[src/rtl/uart_cmd_ctrl.sv]
// uart_cmd_ctrl: parses command frames from the UART receiver, drives
// register-file write/read strobes and returns read data to the UART
// transmitter through its valid/busy handshake.
//
// Frames: write = 0xAA, addr, data ; read = 0xBB, addr
//
// state   | meaning
// --------+-------------------------------------------------------------
// IDLE    | waiting for a command byte (0xAA / 0xBB), others are errors
// WR_ADDR | write command seen, next byte is the register address
// WR_DATA | address latched, next byte is the write data
// RD_ADDR | read command seen, next byte is the register address
// RD_WAIT | read strobe issued, waiting for rf_rd_valid
// TX_REQ  | tx_data_valid held until the transmitter reports busy
// TX_WAIT | transmitter busy, waiting for it to go idle
module uart_cmd_ctrl #(
  parameter int ADDR_WIDTH = 4,
  parameter int DATA_WIDTH = 8
) (
  input  logic                  clk,
  input  logic                  rst,
  input  logic [7:0]            rx_p_data,
  input  logic                  rx_data_valid,
  output logic [DATA_WIDTH-1:0] tx_p_data,
  output logic                  tx_data_valid,
  input  logic                  busy,
  output logic [ADDR_WIDTH-1:0] rf_addr,
  output logic [DATA_WIDTH-1:0] rf_wr_data,
  output logic                  rf_wr_en,
  output logic                  rf_rd_en,
  input  logic [DATA_WIDTH-1:0] rf_rd_data,
  input  logic                  rf_rd_valid,
  output logic                  frame_err
);

  localparam logic [7:0] CMD_WR = 8'hAA;
  localparam logic [7:0] CMD_RD = 8'hBB;

  typedef enum logic [2:0] {
    IDLE    = 3'd0,
    WR_ADDR = 3'd1,
    WR_DATA = 3'd2,
    RD_ADDR = 3'd3,
    RD_WAIT = 3'd4,
    TX_REQ  = 3'd5,
    TX_WAIT = 3'd6
  } state_t;

  state_t                state_q;
  logic [DATA_WIDTH-1:0] tx_data_q;
  logic                  tx_valid_q;
  logic [ADDR_WIDTH-1:0] rf_addr_q;
  logic [DATA_WIDTH-1:0] rf_wr_data_q;
  logic                  rf_wr_en_q;
  logic                  rf_rd_en_q;
  logic                  frame_err_q;

  // Frame parser and handshake FSM; every output is a register of this block.
  always_ff @(posedge clk or posedge rst) begin
    if (rst) begin
      state_q      <= IDLE;
      tx_data_q    <= '0;
      tx_valid_q   <= 1'b0;
      rf_addr_q    <= '0;
      rf_wr_data_q <= '0;
      rf_wr_en_q   <= 1'b0;
      rf_rd_en_q   <= 1'b0;
      frame_err_q  <= 1'b0;
    end else begin
      // strobes are single-cycle unless re-armed below
      rf_wr_en_q  <= 1'b0;
      rf_rd_en_q  <= 1'b0;
      frame_err_q <= 1'b0;

      case (state_q)
        IDLE: begin
          if (rx_data_valid) begin
            if (rx_p_data == CMD_WR) begin
              state_q <= WR_ADDR;
            end else if (rx_p_data == CMD_RD) begin
              state_q <= RD_ADDR;
            end else begin
              frame_err_q <= 1'b1;
            end
          end
        end

        WR_ADDR: begin
          if (rx_data_valid) begin
            // upper address bits beyond the register file are ignored
            rf_addr_q <= rx_p_data[ADDR_WIDTH-1:0];
            state_q   <= WR_DATA;
          end
        end

        WR_DATA: begin
          if (rx_data_valid) begin
            rf_wr_data_q <= rx_p_data[DATA_WIDTH-1:0];
            rf_wr_en_q   <= 1'b1;
            state_q      <= IDLE;
          end
        end

        RD_ADDR: begin
          if (rx_data_valid) begin
            rf_addr_q  <= rx_p_data[ADDR_WIDTH-1:0];
            rf_rd_en_q <= 1'b1;
            state_q    <= RD_WAIT;
          end
        end

        RD_WAIT: begin
          // read data may return in the same cycle as the read strobe
          if (rx_data_valid) begin
            frame_err_q <= 1'b1;
          end
          if (rf_rd_valid) begin
            tx_data_q  <= rf_rd_data;
            tx_valid_q <= 1'b1;
            state_q    <= TX_REQ;
          end
        end

        TX_REQ: begin
          if (rx_data_valid) begin
            frame_err_q <= 1'b1;
          end
          // busy already high on entry still gives one cycle of valid
          if (busy) begin
            tx_valid_q <= 1'b0;
            state_q    <= TX_WAIT;
          end
        end

        TX_WAIT: begin
          if (rx_data_valid) begin
            frame_err_q <= 1'b1;
          end
          if (!busy) begin
            state_q <= IDLE;
          end
        end

        default: begin
          state_q    <= IDLE;
          tx_valid_q <= 1'b0;
        end
      endcase
    end
  end

  assign tx_p_data     = tx_data_q;
  assign tx_data_valid = tx_valid_q;
  assign rf_addr       = rf_addr_q;
  assign rf_wr_data    = rf_wr_data_q;
  assign rf_wr_en      = rf_wr_en_q;
  assign rf_rd_en      = rf_rd_en_q;
  assign frame_err     = frame_err_q;

endmodule

[config.mk]
export PLATFORM = sky130hd
export DESIGN_NAME = uart_cmd_ctrl
export DESIGN_NICKNAME = d
export VERILOG_FILES = /design/src/rtl/uart_cmd_ctrl.sv
export SDC_FILE = /design/constraint.sdc
export NUM_CORES = 1
export LEC_CHECK = 0
export BUFFER_PORTS_ARGS = -buffer_cell sky130_fd_sc_hd__buf_2
export CORE_MARGIN = 1
export CORE_UTILIZATION = 40
export CTS_CLUSTER_SIZE = 20
export DETAILED_ROUTE_END_ITERATION = 6
export GPL_ROUTABILITY_DRIVEN = 0
export PLACE_DENSITY = 0.68
export SLEW_MARGIN = 20
export SYNTH_ARGS = -nofsm -noshare
export SYNTH_HDL_FRONTEND = slang
export SYNTH_SLANG_ARGS = --single-unit
[constraint.sdc]
create_clock -name clk -period 3.05 [get_ports clk]
set_input_delay 0.61 -clock clk [delete_from_list [all_inputs] [get_ports clk]]
set_output_delay 0.61 -clock clk [all_outputs]
set_load 0.05 [all_outputs]
==> results.sh <==
export IMPL_path_cells="inv_1 > nor3_4 > mux2_2"
export IMPL_worst_pin_slew_ns=0.9276
export IMPL_nets=154
export IMPL_setup_viol=0
export IMPL_power_density_nw_per_um2=1176
export IMPL_cts_buffer_depth=2
export IMPL_finalPower_mw=1.690
export IMPL_rsz0062_at_grt="no"
export IMPL_stdcell_area_um2=1438
export IMPL_cts_resized_gates=0
export IMPL_hold_violations=0
export IMPL_cts_tree="yes"
export IMPL_p_leak_nw=0.7305
export IMPL_end_kind="flip-flop"
export IMPL_drt_wl_total_um=2225
export IMPL_area_growth_pct=23.68
export IMPL_cap_violations=0
export IMPL_relSlewSlack=0.3778
export IMPL_required_ns=3.26
export IMPL_grt_pass1_wl_um=3781
export IMPL_drtIter0Drc=8
export IMPL_slew_viol_final=0
export IMPL_post_route_period_util=0.5337
export IMPL_clock_root_buffer="clkbuf_4"
export IMPL_hold_path_class="in2async"
export IMPL_first_global_vias=855
export IMPL_critPathLaunch="state_q[1]"
export IMPL_regToRegSetupSlack_ns=1.42
export IMPL_synth_fa_ha_area_frac=0
export IMPL_dp_hpwl_um=1684
export IMPL_final_min_clock_period_ns=1.628
export IMPL_portBuffers=44
export IMPL_ys_seq_elements=27
export IMPL_die_area_um2=3125
export IMPL_vias_per_cell=5.221
export IMPL_gr_total_overflow=0
export IMPL_numCtsBuffers=3
export IMPL_postSynthCellCount=87
export IMPL_drc=0
export IMPL_pre_cts_ws_ns=1.359
export IMPL_dpl_cell_count=159
export IMPL_synth_avg_cell_area_um2=13.36
export IMPL_r2r_end="rf_wr_data[0]"
export IMPL_clkSinkCount=27
export IMPL_grt_max_degree=28
export IMPL_antenna_found_initial=0
export IMPL_rows=19
export IMPL_drive_gt1_frac=0.5303
export IMPL_critPathTopFamily="flip-flops"
export IMPL_fmax_ghz=0.6143
export IMPL_cts_setup_buffers=0
export IMPL_worst_path_max_fanout=13
export IMPL_cp_depth=3
export IMPL_r2r_start="state_q[1]"
export IMPL_fin_setup_tns_ns=0
export IMPL_drt_pass1_iterations=4
export IMPL_vdd_ir_drop_max_mv=0.6876
export IMPL_crit_path_end="rf_wr_data[0]"
export IMPL_die_y_um=55.91
export IMPL_ys_types=29
export IMPL_synth_area_um2=1162
export IMPL_synth_edf_count=0
export IMPL_placed_cell_area_um2=1410
export IMPL_io_pins=45
export IMPL_antenna_left=0
export IMPL_crit_path_max_incr_delay_ns=0.57
export IMPL_path_clk_slew_ns=0.14
export IMPL_cp_slowest_cell="dfrtp_1"
export IMPL_path_buf_inv=1
export IMPL_worstPathArrival_ns=1.84
export IMPL_yosys_warnings=0
export IMPL_synthXorXnorAreaFrac=0.007535
export IMPL_synth_top_family_by_area="multiplexers"
export IMPL_synth_ff_type="dfrtp_1"
export IMPL_wire_per_inst_um=13.65
export IMPL_coreArea_um2=2758
export IMPL_reg2regPathDepth=3
export IMPL_die_width_um=55.91
export IMPL_start_util=0.4215
export IMPL_insertion_delay_ns=0.31
export IMPL_stdcell_count=163
export IMPL_startpoint_type="flip-flop"
export IMPL_synthArstFlopShare=1.000
export IMPL_synth_simple_area_share=0.1076
export IMPL_vias=851
export IMPL_yosys_mux_area_fraction=0.1938
export IMPL_ctsHoldBuffers=0
export IMPL_worst_slack_ns=1.422
export IMPL_synth_compound_gate_area_share=0.08396
export IMPL_yosysSeqAreaShare=0.5813
export IMPL_critPathKind="reg2reg"
export IMPL_synth_nets=108
export IMPL_groute_usage_overall=0.1541
export IMPL_skew_ns=0.001661
export IMPL_diodes=0
export IMPL_h_tree_depth=1
export IMPL_status="finished clean"
==> routing by layer <==
| layer | GRT usage | vias up | routed length [µm] |
|---|---|---|---|
| met1 | 0.1982 | 424 | 948 |
| li1 | - | 403 | - |
| met2 | 0.2478 | 20 | 1149 |
| met4 | 0.06969 | 0 | 34 |
| met3 | 0.03721 | 4 | 93 |
| met5 | 0 | - | 0 |
==> state kept, by name (all words and copies together), names as in the netlist <==
name / count
rf_wr_data: 8
tx_data_valid: 1
rf_addr: 4
frame_err: 1
rf_wr_en: 1
rf_rd_en: 1
state_q: 3
tx_p_data: 8
==> cells in the mapped netlist, types with 2 or more instances <==
cell type	number	share of area
a211o_1	2	0.015
a21oi_1	2	0.0086
a31oi_1	2	0.011
buf_2	3	0.013
dfrtp_1	27	0.58
inv_1	3	0.0097
mux2_2	19	0.18
nand2_1	4	0.013
nor2b_1	2	0.011
o21ai_0	4	0.017
==> cells in the final DEF (no fill, tap or decap), types with 2 or more instances in the layout <==
master and instances:
buf_2 44, a21oi_1 2, nand2_1 4, o21ai_0 4, clkbuf_4 3, nor2b_1 2
dfrtp_1 27, a31oi_1 2, mux2_2 19, inv_1 2, a211o_1 2
==> logic make-up after synthesis <==
family | count (synthesis)
DFF | 27
muxes | 20
and+or+nand+nor | 17
AOI/OAI and AO/OA | 15
buffers and inverters | 7
xor gates and xnor gates | 1
==> through the flow <==
stage / util / hold slack, ns
after floorplan: - / 0.5305
after CTS: 0.5213 / 0.4963
final: 0.5213 / 0.3578
after global placement: 0.5113 / 0.4658
after detailed placement: 0.5113 / 0.4830
after global routing: 0.5213 / 0.4024
==> area by class of cell <==
| cell class | count | area [µm²] |
|---|---|---|
| fill | 257 | 1320 |
| sequential | 27 | 675.6 |
| multi-input combinational | 53 | 456.7 |
| timing repair buffer | 45 | 227.7 |
| tap | 31 | 38.79 |
| clock buffer | 3 | 22.52 |
| inverter | 3 | 11.26 |
| clock inverter | 1 | 5.005 |
==> worst reg2reg max path, cell delays in order (launching register included) <==
cell and delay, ns:
dfrtp_1 0.57, inv_1 0.17, nor3_4 0.40, mux2_2 0.39
==> worst min path at each step <==
stage / slack (ns) / startpoint / endpoint
6_report: 0.36 / rst / tx_p_data[1]
5_1_grt: 0.40 / rst / tx_p_data[1]
4_1_cts: 0.50 / rf_rd_data[7] / tx_p_data[7]
3_5_place_dp: 0.48 / tx_p_data[7] / tx_p_data[7]
3_3_place_gp: 0.47 / tx_p_data[7] / tx_p_data[7]
2_1_floorplan: 0.53 / state_q[0] / rf_wr_en
==> where the power goes <==
part	leakage [nW]	switching, mW	internal [mW]
clock network	0.0177	0.0987	0.0490
logic	0.378	0.652	0.280
registers	0.335	0.103	0.507
total	0.730	0.854	0.836
Power figures use the tool's default switching activity.
